===== config.mk =====
export PLATFORM = sky130hd
export DESIGN_NAME = cic_up37
export DESIGN_NICKNAME = d
export VERILOG_FILES = /design/src/rtl/cic_up37.sv
export SDC_FILE = /design/constraint.sdc
export NUM_CORES = 1
export LEC_CHECK = 0
export CAP_MARGIN = 5
export CORE_MARGIN = 2
export CORE_UTILIZATION = 63
export CTS_CLUSTER_SIZE = 25
export DETAILED_ROUTE_END_ITERATION = 10
export GPL_TIMING_DRIVEN = 1
export PLACE_DENSITY = 0.88
export SYNTH_ARGS = -nofsm -noshare
export SYNTH_HDL_FRONTEND = slang
export SYNTH_SLANG_ARGS = --single-unit

===== constraint.sdc =====
create_clock -name clk -period 8.8 [get_ports clk]
set_clock_uncertainty 0.15 [all_clocks]
set_input_delay 2.64 -clock clk [delete_from_list [all_inputs] [get_ports clk]]
set_output_delay 2.64 -clock clk [all_outputs]
set_load 0.005 [all_outputs]

===== src/rtl/cic_up37.sv =====
// CIC interpolator: N comb stages at the input rate, zero stuffing by R,
// N integrator stages at the output rate, output = integrator >>> GROWTH.
// Latency: accept at edge E, first output valid after edge E+1; R outputs per input.
// Backpressure: out_ready low freezes the integrators and holds the output;
// in_ready stays low until the last of the R outputs has been produced.
//
// Ports:
//   clk, reset_n                    clock, asynchronous active-low reset
//   in_data/in_valid/in_ready       Avalon-ST sink (PCM sample)
//   in_error/in_startofpacket/
//   in_endofpacket                  sink sideband, captured per accepted sample
//   out_data/out_valid/out_ready    Avalon-ST source (upsampled PCM)
//   out_error/out_startofpacket/
//   out_endofpacket/out_channel     source sideband (channel is always 0)
module cic_up37 #(
  parameter int IN_W   = 16,
  parameter int R      = 37,
  parameter int N      = 3,
  parameter int GROWTH = 11
) (
  input  logic            clk,
  input  logic            reset_n,
  input  logic [IN_W-1:0] in_data,
  input  logic            in_valid,
  output logic            in_ready,
  input  logic [1:0]      in_error,
  input  logic            in_startofpacket,
  input  logic            in_endofpacket,
  output logic [IN_W-1:0] out_data,
  output logic            out_valid,
  input  logic            out_ready,
  output logic [1:0]      out_error,
  output logic            out_startofpacket,
  output logic            out_endofpacket,
  output logic            out_channel
);

  localparam int ACC_W = IN_W + GROWTH;
  localparam int PH_W  = 8;
  localparam logic [PH_W-1:0] PH_LAST = PH_W'(R - 1);

  typedef logic signed [ACC_W-1:0] acc_t;

  // comb differential delays and integrator accumulators
  acc_t d_q [N];
  acc_t d_d [N];
  acc_t i_q [N];
  acc_t i_d [N];
  acc_t c_out_q, c_out_d;

  logic [PH_W-1:0] ph_q, ph_d;
  logic            busy_q, busy_d;
  logic [1:0]      cap_err_q, cap_err_d;
  logic            cap_sop_q, cap_sop_d;
  logic            cap_eop_q, cap_eop_d;

  logic [IN_W-1:0] out_data_q, out_data_d;
  logic            out_valid_q, out_valid_d;
  logic [1:0]      out_err_q, out_err_d;
  logic            out_sop_q, out_sop_d;
  logic            out_eop_q, out_eop_d;

  // combinational stage values: index 0 is the stage input
  acc_t comb_v  [N+1];
  acc_t integ_v [N+1];

  logic accept;
  logic adv;

  assign accept = in_valid & ~busy_q;
  assign adv    = busy_q & (~out_valid_q | out_ready);

  always_comb begin
    comb_v[0] = {{GROWTH{in_data[IN_W-1]}}, in_data};
    for (int k = 1; k <= N; k++) begin
      comb_v[k] = comb_v[k-1] - d_q[k-1];
    end
    // zero stuffing: the comb result enters only on the first phase
    integ_v[0] = (ph_q == '0) ? c_out_q : '0;
    // each integrator sees the freshly updated value of the stage before it
    for (int k = 1; k <= N; k++) begin
      integ_v[k] = i_q[k-1] + integ_v[k-1];
    end
  end

  always_comb begin
    for (int k = 0; k < N; k++) begin
      d_d[k] = d_q[k];
      i_d[k] = i_q[k];
    end
    c_out_d     = c_out_q;
    ph_d        = ph_q;
    busy_d      = busy_q;
    cap_err_d   = cap_err_q;
    cap_sop_d   = cap_sop_q;
    cap_eop_d   = cap_eop_q;
    out_data_d  = out_data_q;
    out_valid_d = out_valid_q;
    out_err_d   = out_err_q;
    out_sop_d   = out_sop_q;
    out_eop_d   = out_eop_q;

    if (accept) begin
      for (int k = 0; k < N; k++) begin
        d_d[k] = comb_v[k];
      end
      c_out_d   = comb_v[N];
      cap_err_d = in_error;
      cap_sop_d = in_startofpacket;
      cap_eop_d = in_endofpacket;
      busy_d    = 1'b1;
      ph_d      = '0;
    end

    if (adv) begin
      for (int k = 0; k < N; k++) begin
        i_d[k] = integ_v[k+1];
      end
      // top IN_W bits: arithmetic shift right by GROWTH (floor)
      out_data_d  = integ_v[N][ACC_W-1:GROWTH];
      out_valid_d = 1'b1;
      out_err_d   = cap_err_q;
      out_sop_d   = (ph_q == '0) & cap_sop_q;
      out_eop_d   = (ph_q == PH_LAST) & cap_eop_q;
      if (ph_q == PH_LAST) begin
        busy_d = 1'b0;
        ph_d   = '0;
      end else begin
        ph_d = ph_q + 8'd1;
      end
    end else if (out_valid_q & out_ready) begin
      out_valid_d = 1'b0;
    end
  end

  always_ff @(posedge clk or negedge reset_n) begin
    if (!reset_n) begin
      for (int k = 0; k < N; k++) begin
        d_q[k] <= '0;
        i_q[k] <= '0;
      end
      c_out_q     <= '0;
      ph_q        <= '0;
      busy_q      <= 1'b0;
      cap_err_q   <= '0;
      cap_sop_q   <= 1'b0;
      cap_eop_q   <= 1'b0;
      out_data_q  <= '0;
      out_valid_q <= 1'b0;
      out_err_q   <= '0;
      out_sop_q   <= 1'b0;
      out_eop_q   <= 1'b0;
    end else begin
      for (int k = 0; k < N; k++) begin
        d_q[k] <= d_d[k];
        i_q[k] <= i_d[k];
      end
      c_out_q     <= c_out_d;
      ph_q        <= ph_d;
      busy_q      <= busy_d;
      cap_err_q   <= cap_err_d;
      cap_sop_q   <= cap_sop_d;
      cap_eop_q   <= cap_eop_d;
      out_data_q  <= out_data_d;
      out_valid_q <= out_valid_d;
      out_err_q   <= out_err_d;
      out_sop_q   <= out_sop_d;
      out_eop_q   <= out_eop_d;
    end
  end

  assign in_ready          = ~busy_q;
  assign out_data          = out_data_q;
  assign out_valid         = out_valid_q;
  assign out_error         = out_err_q;
  assign out_startofpacket = out_sop_q;
  assign out_endofpacket   = out_eop_q;
  assign out_channel       = 1'b0;

endmodule


### Yosys cells after proc, flatten, opt, wreduce, memory -nomap -nowiden

Index checks and enable logic that the tools add are counted.
Widths: inputs -> output; s select.

| storage, ports and cells | value |
|---|---|
| input port bits | 24 |
| logic and storage cells | 45 |
| output and inout bits | 23 |
| register bits | 202 |

| cells by class | value |
|---|---|
| reductions and logical operators | 3 |
| add/subtract/negate cells | 7 |
| mux-type cells | 9 |
| bitwise gates (word level) | 8 |
| equal/unequal tests | 1 |

Operators by type and width:

| kind | count |
|---|---|
| $add 27x27->27 | 3 |
| $mux 27 | 1 |
| $sub 27x27->27 | 1 |
| $mux 8 | 3 |
| $sub 17x17->18 | 1 |
| $sub 16x16->17 | 1 |
| $add 8x1->8 const B | 1 |
| $eq 8x6->1 const B | 1 |
| $logic_not 8->1 | 1 |
| $and 1x1->1 | 5 |
| $mux 1 | 5 |
| $reduce_bool 2->1 | 2 |
| $not 1->1 | 2 |
| $or 1x1->1 | 1 |

### Depth between registers and ports, before layout

Gate-level depths: netlist of the first run.

| depth | value |
|---|---|
| depth after elaboration | 5 |
| mapped depth | 34 |
| depth with buffers taken out | 34 |

### Least setup slack after synthesis of the first run

OpenSTA, ideal clock, no wires.

| timing | value |
|---|---|
| kind | input-to-reg |
| from | in in_data[0] |
| to | reg c_out_q[18] |
| arrival | 7.006 ns |
| path buffers | 0 |
| setup slack | 1.504 ns |
| stages on the path | 25 |
| required time | 8.510 ns |
| setup time | 0.140 ns |
| path through | inv_1 > ha_1 > inv_1 > fa_1 > a21o_1 > a21oi_1 > o21ai_1 > a21oi_1 > o21ai_1 > a41o_1 > a21oi_1 > nor2b_1 > o41ai_2 > xnor2_1 > ha_1 > inv_1 > o41ai_2 > nand2_1 > a31o_2 > ha_1 > nor3b_1 > inv_1 > nor2_1 > a211oi_1 > nor2_1 |

RTL lines:

| what | line | text |
|---|---|---|
| from (decl) | 23 | `input logic [IN_W-1:0] in_data,` |
| to (signal assigned) | 158 | `c_out_q <= c_out_d;` |
| to (decl) | 49 | `acc_t c_out_q, c_out_d;` |

==> results of run 1 <==
## metal layers
layer	vias up	share of wire (%)	global-route usage, %
met5	-	0	0
met4	0	1.7	7.670
met3	46	3.5	4.006
met2	214	50	44.01
met1	4853	44	29.38
li1	5157	-	-
## area by class of cell
cell class                      instances  area share, %
Multi-Input combinational cell       1171          55.53
Sequential cell                       177          31.64
Timing Repair Buffer                   51          3.549
Clock buffer                           20          3.263
Inverter                               99          2.655
Tap cell                              270          2.414
Clock inverter                         12         0.9475
## logic make-up after synthesis
logic type	Yosys count
DFF	177
other	1
buffers and inverters	156
AOI/OAI and AO/OA	376
and+or+nand+nor	522
xor gates and xnor gates	110
muxes	16
adders and majority gates	146
## worst max path at each step
stage               slack, ns     endpoint        from  cells after the start
floorplan                1.50  c_out_q[18]  in_data[0]                     25
global placement         0.67  c_out_q[26]  in_data[0]                     26
detailed placement       0.48  c_out_q[18]  in_data[1]                     26
CTS                      0.86  c_out_q[20]  in_data[0]                     26
global route             0.42  c_out_q[20]  in_data[1]                     26
finish                   0.83  c_out_q[20]  in_data[1]                     26
## through the flow
step	instances	hold slack, ns	util (%)	setup slack (ns)
CTS	1800	0.3266	69.62	0.8576
floorplan	1504	0.2804	-	1.504
finish	1800	0.3201	69.62	0.8252
global route	1800	0.3456	69.62	0.4204
detailed placement	1768	0.3081	66.69	0.4780
global placement	1768	0.2949	66.69	0.6737
## flip-flops by register name, summed over array words and instances (netlist names)
name,flops
d_q,51
out_endofpacket,1
c_out_q,27
ph_q,8
cap_sop_q,1
out_valid,1
out_error,2
i_q,81
cap_eop_q,1
cap_err_q,2
busy_q,1
out_startofpacket,1
## cells in the final DEF, fill, tap and decap left out, types with 7 or more instances in the layout
cell	count
nand2_1	291
dfrtp_1	177
ha_1	140
o21ai_0	123
inv_1	99
nor2_1	90
a21oi_1	75
xnor2_1	71
clkdlybuf4s50_1	44
a21o_1	39
xor2_1	37
and2_1	31
o21a_1	21
o21ai_1	20
nand3_1	19
and3_1	17
clkbuf_16	17
nand2b_1	16
mux2_2	16
nor3_1	15
nor2b_1	14
o21bai_1	13
a31oi_1	10
a211oi_1	9
o211ai_1	7
o31ai_1	7
## worst max-delay path: stages
cell and delay [ns]:
clkdlybuf4s50_1 0.47, ha_1 0.31, nor2b_1 0.12, o21ai_0 0.19
a21oi_1 0.12, o21ai_1 0.19, a21boi_0 0.15, o21ai_0 0.26
nand2_1 0.12, a21o_1 0.20, a21oi_1 0.17, xnor2_1 0.10
ha_1 0.35, and3_1 0.19, o211ai_1 0.14, a31oi_1 0.23
nor4_1 0.08, o41ai_2 0.38, nand2_1 0.13, a31o_2 0.26
ha_1 0.32, nor3b_1 0.17, inv_1 0.08, nor2_1 0.05
a211oi_1 0.56, nor2_1 0.12
==> results.tsv, run 1 <==
stage	metric	value	unit
clock_tree	Clock Path Buffers	2	
layout	register area	4429	um2
logic_synthesis	main combinational cell family by area after synthesis	compound AO/OA/AOI/OAI gates	
layout	fin area	14000	um2
critical_path	CP Launch Type	primary input	
layout	layout cells sized above 1	5.686	%
critical_path	Worst EP arrival	8.12	ns
min_path	hold depth	2	
floorplan	die width	146.7	um
clock_tree	hold_buf cts	0	
critical_path	Setup CP Type	primary input to flip-flop	
global_route	GRT Total Usage	24.21	%
min_path	Hold WC Path Type	flip-flop to flip-flop	
logic_synthesis	EDFF count, synth	0	
timing	RSZ-0062 raised after global routing	no	
timing	FMAX	0.1254	GHz
route	post-route ant nets	0	
layout	multi-input logic area	7772	um2
layout	n_diodes	0	
timing	Final setup viols	0	
timing	final worst-path cycle share	90.62	%
critical_path	Critical Path Fanout Max	5	
logic_synthesis	mux cell area share after synthesis	1.404	%
global_route	first-pass GRT wire length	43.96	mm
layout	area grow syn2layout	9.035	%
clock_tree	H-tree depth	4	
timing	fin crit period	7.975	ns
logic_synthesis	Post-Synth Simple-Gate Area	17.84	%
floorplan	Core Region	20100	um2
timing	max_slew headroom	31.23	%
clock_tree	clk sinks	177	
global_route	initial antenna violation count	0	
logic_synthesis	Synth area leader	dfrtp_1	
clock_tree	Root Driver	clkbuf_16	
logic_synthesis	Synth area leaders	dfrtp_1 (35%), ha_1 (14%), nand2_1 (8.5%)	
layout	Layout Nets	1687	
logic_synthesis	Synth Instances	1504	
route	vias	10270	
route	routed vias/inst	5.706	
critical_path	FF-to-FF Start	ph_q[3]	
clock_tree	clock slew at reported path FFs	0.07	ns
logic_synthesis	warnings from Yosys	0	
logic_synthesis	top_reg_cell synth	dfrtp_1	
logic_synthesis	post-synthesis compound-gate area fraction	18.90	%
layout	fill cell count	1484	
logic_synthesis	Synth Area in Adders	14.58	%
route	Total Wirelength	25.29	mm
run_status	outcome	finished clean	
logic_synthesis	Synth Cell Area	12840	um2
placement	placed instance area	13410	um2
timing	final hold vios	0	
route	DRC	0	
critical_path	CP endpoint kind	flip-flop	
logic_synthesis	Distinct cells, synth	71	
logic_synthesis	register area share after synthesis	34.50	%
floorplan	die height	146.7	um
clock_tree	post-CTS resize count	0	
route	routed len/inst	14.05	um
critical_path	reg2reg path depth	32	
min_path	Hold Path End	c_out_q[11]	
placement	routability congestion estimate	0.8797	
global_route	GRT overflow	0	
logic_synthesis	async set-reset flop share out of synthesis	100.0	%
global_route	number of global-route vias before repair	10075	
critical_path	worst r2r dst	i_q[26]	
placement	dpl hpwl	17.85	mm
logic_synthesis	most frequent cell after synthesis	nand2_1	
timing	max-slew violation count	0	
global_route	largest net degree at the start of global routing	98	
floorplan	Initial Util	63.85	%
critical_path	R2R Setup Slk	1.19	ns
floorplan	row count	52	
route	drt first pass iters	7	
logic_synthesis	Post-synth top cells	nand2_1 (292), dfrtp_1 (177), ha_1 (140)	
clock_tree	Setup Buffers After CTS	0	
floorplan	# IOs	47	
job	max_cap viols	0	
timing	setup TNS	0	ns
floorplan	Die ar.	21530	um2
clock_tree	clock latency on the worst-skew pair	0.44	ns
logic_synthesis	Mean Syn Cell Area	8.535	um2
timing	Worst Max-Slew Pin Slew	1.032	ns
route	Initial DRC Count	568	
logic_synthesis	Synth Register Bits	177	
critical_path	Critical Path RT	8.94	ns
placement	port bufs	45	
clock_tree	CTS tree	done	
logic_synthesis	post-synth top area share	34.50	%
min_path	Hold Crit Start	c_out_q[11]	
logic_synthesis	Synth Area in XOR/XNOR	7.671	%
clock_tree	CTS buffer count	17	
logic_synthesis	Net Count, Synth	1674	
Power of run 1 is not shown: default switching activity piles up to over one toggle a cycle in this logic, so the estimate is an artifact.
==> run 2, diff against run 1 <==
--- a/config.mk
+++ b/config.mk
@@ -5,6 +5,7 @@
 export SDC_FILE = /design/constraint.sdc
 export NUM_CORES = 1
 export LEC_CHECK = 0
+export ABC_AREA = 1
 export CAP_MARGIN = 5
 export CORE_MARGIN = 2
 export CORE_UTILIZATION = 63
==> run 2 against run 1 <==
  * Via count up 21%
  * Hold slack better by 0.019 ns
  * Critical path depth is 10 higher
  * Synthesized area rose by 8.5%
  * Wire length is 29% higher
  * Highest routed layer unchanged
==> results.tsv, run 2 <==
stage	metric	value	unit	change
logic_synthesis	top_reg_cell synth	dfrtp_1		unchanged
layout	Largest regs	i_q (81), d_q (51), c_out_q (27)		unchanged
timing	max-slew violation count	0		unchanged
route	post-route ant nets	0		unchanged
placement	port bufs	45		unchanged
timing	max_slew headroom	28.73	%	was 31.23%
floorplan	Initial Util	64.00	%	was 63.85%
timing	setup TNS	0	ns	unchanged
logic_synthesis	Synth area leaders	dfrtp_1 (32%), nand2_1 (14%), ha_1 (13%)		was dfrtp_1 (35%), ha_1 (14%), nand2_1 (8.5%)
clock_tree	clock slew at reported path FFs	0.08	ns	was 0.07 ns
clock_tree	clock latency on the worst-skew pair	0.45	ns	was 0.44 ns
layout	Largest register FFs	81		unchanged
logic_synthesis	Synth Cell Area	13920	um2	was 12840 um2
route	Initial DRC Count	1030		was 568
global_route	GRT Total Usage	28.47	%	was 24.21%
timing	fin crit period	7.495	ns	was 7.975 ns
timing	Worst Max-Slew Pin Slew	1.069	ns	was 1.032 ns
logic_synthesis	warnings from Yosys	0		unchanged
route	drt first pass iters	5		was 7
timing	FMAX	0.1334	GHz	was 0.1254 GHz
layout	n_diodes	0		unchanged
logic_synthesis	Synth Instances	1881		was 1504
clock_tree	CTS tree	done		unchanged
critical_path	CP Launch Type	flip-flop		was primary input
clock_tree	clk sinks	177		unchanged
job	max_cap viols	0		unchanged
layout	leading cell type in the layout, fill and taps excluded	nand2_1		unchanged
timing	RSZ-0062 raised after global routing	no		unchanged
route	routed len/inst	14.90	um	was 14.05 um
clock_tree	H-tree depth	4		unchanged
logic_synthesis	most frequent cell after synthesis	nand2_1		unchanged
logic_synthesis	Distinct cells, synth	56		was 71
global_route	number of global-route vias before repair	12026		was 10075
floorplan	Die ar.	23310	um2	was 21530 um2
logic_synthesis	EDFF count, synth	0		unchanged
route	routed vias/inst	5.673		was 5.706
critical_path	CP max stage cell	clkinv_1		was a211oi_1
global_route	largest net degree at the start of global routing	107		was 98
route	Total Wirelength	32.62	mm	was 25.29 mm
critical_path	Worst EP arrival	7.68	ns	was 8.12 ns
logic_synthesis	Mean Syn Cell Area	7.403	um2	was 8.535 um2
logic_synthesis	Net Count, Synth	2051		was 1674
clock_tree	hold_buf cts	0		unchanged
critical_path	slowest stage delay, CP	0.79	ns	was 0.56 ns
placement	routability congestion estimate	0.9328		was 0.8797
route	DRC	0		unchanged
placement	dpl hpwl	24.34	mm	was 17.85 mm
min_path	Hold WC Path Type	flip-flop to flip-flop		unchanged
critical_path	Setup CP Type	flip-flop to flip-flop		was primary input to flip-flop
timing	final worst-path cycle share	85.17	%	was 90.62%
global_route	initial antenna violation count	0		unchanged
logic_synthesis	post-synth top area share	31.81	%	was 34.50%
logic_synthesis	register area share after synthesis	31.81	%	was 34.50%
global_route	first-pass GRT wire length	55.74	mm	was 43.96 mm
floorplan	# IOs	47		unchanged
route	vias	12418		was 10270
logic_synthesis	async set-reset flop share out of synthesis	100.0	%	unchanged
logic_synthesis	Post-synth top cells	nand2_1 (502), inv_1 (226), dfrtp_1 (177)		was nand2_1 (292), dfrtp_1 (177), ha_1 (140)
layout	fill cell count	1777		was 1484
clock_tree	Root Driver	clkbuf_16		unchanged
floorplan	row count	54		was 52
clock_tree	Clock Path Buffers	2		unchanged
layout	layout cells sized above 1	6.600	%	was 5.686%
critical_path	CP endpoint kind	flip-flop		unchanged
layout	area grow syn2layout	8.204	%	was 9.035%
timing	Final setup viols	0		unchanged
layout	largest reg by FF count	i_q		unchanged
floorplan	die height	152.7	um	was 146.7 um
global_route	GRT overflow	0		unchanged
run_status	outcome	finished clean		unchanged
layout	commonest non-fill, non-tap cells in the layout	nand2_1 (501), inv_1 (226), dfrtp_1 (177)		was nand2_1 (291), dfrtp_1 (177), ha_1 (140)
clock_tree	post-CTS resize count	0		unchanged
timing	final hold vios	0		unchanged
layout	Layout Nets	2066		was 1687
floorplan	Core Region	21760	um2	was 20100 um2
critical_path	Critical Path RT	8.98	ns	was 8.94 ns
logic_synthesis	Synth area leader	dfrtp_1		unchanged
critical_path	Critical Path Fanout Max	27		was 5
logic_synthesis	Synth Register Bits	177		unchanged
critical_path	Crit path top cell by count	nand2_1		was ha_1
clock_tree	Setup Buffers After CTS	0		unchanged
floorplan	die width	152.7	um	was 146.7 um
clock_tree	CTS buffer count	17		unchanged
## run 2: routing by layer
| metal | vias to the layer above | global-route usage, % | wire (um) | share of wire [%] |
|---|---|---|---|---|
| met3 | 53 | 3.925 | 1720 | 5.3 |
| met4 | 0 | 8.069 | 613 | 1.9 |
| met5 | - | 0 | 0 | 0 |
| li1 | 6183 | - | - | - |
| met2 | 347 | 46.70 | 15010 | 46 |
| met1 | 5835 | 39.69 | 15280 | 47 |
## run 2: cells by family (layout without fill, tap and decap cells)
family | count (synthesis) | in the layout | share of synthesized area, %
DFF | 177 | 177 | 31.81
other | 1 | 1 | 0.02693
xor gates and xnor gates | 97 | 97 | 6.479
and+or+nand+nor | 798 | 798 | 24.46
buffers and inverters | 286 | 314 | 8.222
AOI/OAI and AO/OA | 376 | 376 | 15.56
adders and majority gates | 146 | 146 | 13.44
## run 2: through the flow
step	cells	utilization [%]	hold slack, ns	setup slack (ns)	area [um2]
final	2189	69.25	0.3389	1.305	15070
after global routing	2189	69.25	0.3569	0.6812	15070
after CTS	2189	69.25	0.3362	1.454	15070
after detailed placement	2157	66.61	0.3160	1.041	14490
after global placement	2157	66.61	0.3168	1.291	14490
after floorplan	1881	-	0.2991	2.035	13920
## run 2: cell type report
cell class,instances,area (um2),area share (%)
inverter,232,870.8,5.780
timing repair buffer,50,489.2,3.247
multi-input combinational,1418,8353,55.44
sequential,177,4429,29.40
clock inverter,14,145.1,0.9633
clock buffer,18,429.2,2.848
tap,280,350.3,2.325
## run 2: worst max-delay path: cells and delay by family (launching register included)
| kind | cells | cell delay (ns) |
|---|---|---|
| AO/OA/AOI/OAI | 5 | 1.15 |
| adder cells (fa/ha/maj) | 5 | 1.58 |
| AND/OR/NAND/NOR | 21 | 2.81 |
| flip-flops | 1 | 0.41 |
| buffers and inverters | 4 | 1.07 |
| XOR/XNOR | 1 | 0.19 |
## run 2: final timing paths
path | endpoint | from | slack (ns) | cells past startpoint
worst min register to register | i_q[49] | i_q[49] | 0.34 | 2
worst max register to register | i_q[26] | ph_q[0] | 1.31 | 36
min in group asynchronous | i_q[21] | reset_n | 2.11 | 1
max in group asynchronous | d_q[59] | reset_n | 4.89 | 2
worst min-delay path | i_q[49] | i_q[49] | 0.34 | 2
worst max-delay path | i_q[26] | ph_q[0] | 1.31 | 36
Power of run 2 is left out for the same reason.
==> run 3, diff against run 2 <==
--- a/config.mk
+++ b/config.mk
@@ -8,11 +8,10 @@
 export ABC_AREA = 1
 export CAP_MARGIN = 5
 export CORE_MARGIN = 2
-export CORE_UTILIZATION = 63
-export CTS_CLUSTER_SIZE = 25
+export CORE_UTILIZATION = 60
 export DETAILED_ROUTE_END_ITERATION = 10
 export GPL_TIMING_DRIVEN = 1
-export PLACE_DENSITY = 0.88
+export PLACE_DENSITY = 0.84
 export SYNTH_ARGS = -nofsm -noshare
 export SYNTH_HDL_FRONTEND = slang
 export SYNTH_SLANG_ARGS = --single-unit
==> run 3 against run 2 <==
  * Fmax is 0.12% lower
  * Cell area grew 0.17%
  * Via count shrank 1.9%
  * Wire length shrank 2.0%
  * Critical path depth up 1
  * Final cell count up 0.18%
  * Setup slack worse by 0.0089 ns
  * Die area grew 4.9%
  * Count of clock-buffer cells in the layout is 1 lower
  * Non-clock buffer count unchanged
  * First-iteration DRC count decreased by 10%
==> results.tsv, run 3 (same netlist as run 2, synthesis figures left out) <==
stage	metric	value	unit	change
run_status	outcome	finished clean		unchanged
layout	leading cell type in the layout, fill and taps excluded	nand2_1		unchanged
timing	max-slew violation count	0		unchanged
floorplan	die height	156.3	um	was 152.7 um
job	max_cap viols	0		unchanged
layout	Layout Nets	2066		unchanged
global_route	first-pass GRT wire length	54.94	mm	was 55.74 mm
floorplan	# IOs	47		unchanged
layout	commonest non-fill, non-tap cells in the layout	nand2_1 (501), inv_1 (226), dfrtp_1 (177)		unchanged
floorplan	Die ar.	24440	um2	was 23310 um2
timing	Worst Max-Slew Pin Slew	1.026	ns	was 1.069 ns
timing	hold_ws	0.3322	ns	was 0.3389 ns
floorplan	Core Region	22710	um2	was 21760 um2
timing	setup TNS	0	ns	unchanged
clock_tree	clock latency on the worst-skew pair	0.45	ns	about the same
layout	largest reg by FF count	i_q		unchanged
min_path	Hold WC Path Type	flip-flop to flip-flop		unchanged
clock_tree	hold_buf cts	0		unchanged
clock_tree	clk sinks	177		unchanged
clock_tree	Setup Buffers After CTS	0		unchanged
layout	n_diodes	0		unchanged
floorplan	die width	156.3	um	was 152.7 um
clock_tree	Clock Path Buffers	2		unchanged
critical_path	reg2reg path depth	37		was 36
timing	fin crit period	7.504	ns	was 7.495 ns
layout	layout cells sized above 1	6.604	%	was 6.600%
global_route	GRT Total Usage	27.39	%	was 28.47%
placement	Inst Count DP	2162		was 2157
layout	fill cell count	1930		was 1777
critical_path	slowest stage delay, CP	0.77	ns	was 0.79 ns
clock_tree	Root Driver	clkbuf_16		unchanged
route	Total Wirelength	31.95	mm	was 32.62 mm
min_path	hold depth	2		unchanged
critical_path	Setup CP Type	flip-flop to flip-flop		unchanged
critical_path	Crit path top cell by count	nand2_1		unchanged
critical_path	Critical Path RT	8.98	ns	about the same
clock_tree	CTS tree	done		unchanged
placement	port bufs	45		unchanged
clock_tree	post-CTS resize count	0		unchanged
timing	final worst-path cycle share	85.27	%	was 85.17%
timing	FMAX	0.1333	GHz	was 0.1334 GHz
layout	Largest register FFs	81		unchanged
route	routed vias/inst	5.554		was 5.673
timing	Final setup viols	0		unchanged
route	drt first pass iters	9		was 5
clock_tree	CTS buffer count	17		unchanged
critical_path	R2R Setup Slk	1.30	ns	was 1.31 ns
route	post-route ant nets	0		unchanged
critical_path	CP endpoint kind	flip-flop		unchanged
clock_tree	clock slew at reported path FFs	0.08	ns	about the same
route	routed len/inst	14.57	um	was 14.90 um
critical_path	Critical Path Fanout Max	27		unchanged
route	vias	12180		was 12418
placement	dpl hpwl	23.84	mm	was 24.34 mm
layout	area grow syn2layout	8.384	%	was 8.204%
critical_path	CP Launch Type	flip-flop		unchanged
global_route	number of global-route vias before repair	11684		was 12026
critical_path	Worst EP arrival	7.68	ns	about the same
timing	RSZ-0062 raised after global routing	no		unchanged
timing	max_slew headroom	31.59	%	was 28.73%
critical_path	CP max stage cell	clkinv_1		unchanged
timing	final hold vios	0		unchanged
layout	Largest regs	i_q (81), d_q (51), c_out_q (27)		unchanged
global_route	GRT overflow	0		unchanged
route	Initial DRC Count	923		was 1030
clock_tree	H-tree depth	4		unchanged
global_route	initial antenna violation count	0		unchanged
placement	routability congestion estimate	0.9770		was 0.9328
global_route	largest net degree at the start of global routing	103		was 107
floorplan	row count	55		was 54
layout	fin area	15090	um2	was 15070 um2
floorplan	Initial Util	61.32	%	was 64.00%
placement	placed instance area	14500	um2	was 14490 um2
route	DRC	0		unchanged
layout	Final Non-Filler Cells	2193		was 2189
run 3: worst max-delay path, delay by kind of cell, from the launching register on:
kind / cells / cell delay [ns]
xor gates and xnor gates: 2 / 0.55
buffers and inverters: 5 / 1.13
AOI/OAI and AO/OA: 6 / 1.13
and+or+nand+nor: 20 / 2.84
DFF: 1 / 0.43
adders and majority gates: 4 / 1.16
run 3: path summary, 6_finish.rpt:
kind | endpoint | from
worst max-delay path | i_q[26] | ph_q[0]
worst min-delay path | d_q[13] | d_q[13]
worst min register to register | d_q[13] | d_q[13]
min in group asynchronous | i_q[23] | reset_n
max in group asynchronous | d_q[29] | reset_n
worst max register to register | i_q[26] | ph_q[0]
run 3: layout make-up:
type / count / area [um2] / share of cell area (%)
flip-flops and latches: 177 / 4429 / 29.35
clock buffers: 17 / 425.4 / 2.819
inverters: 232 / 870.8 / 5.770
clock inverters: 14 / 167.7 / 1.111
well taps: 285 / 356.6 / 2.363
multi-input cells: 1418 / 8353 / 55.35
repair buffers: 50 / 489.2 / 3.242
run 3: stage by stage:
stage / utilization, % / setup WS, ns
floorplan: - / 2.035
global placement: 63.85 / 1.283
detailed placement: 63.85 / 1.044
CTS: 66.46 / 1.441
global route: 66.46 / 0.5761
finish: 66.46 / 1.296
run 3: layer usage:
| layer | up-vias | routed length [um] | GRT usage (%) | part of all wire, % |
|---|---|---|---|---|
| li1 | 6193 | - | - | - |
| met1 | 5630 | 15030 | 39.13 | 47 |
| met2 | 319 | 14570 | 44.05 | 46 |
| met3 | 38 | 1988 | 4.376 | 6.2 |
| met4 | 0 | 359 | 5.898 | 1.1 |
| met5 | - | 0 | 0 | 0 |
Power of run 3 is left out for the same reason.
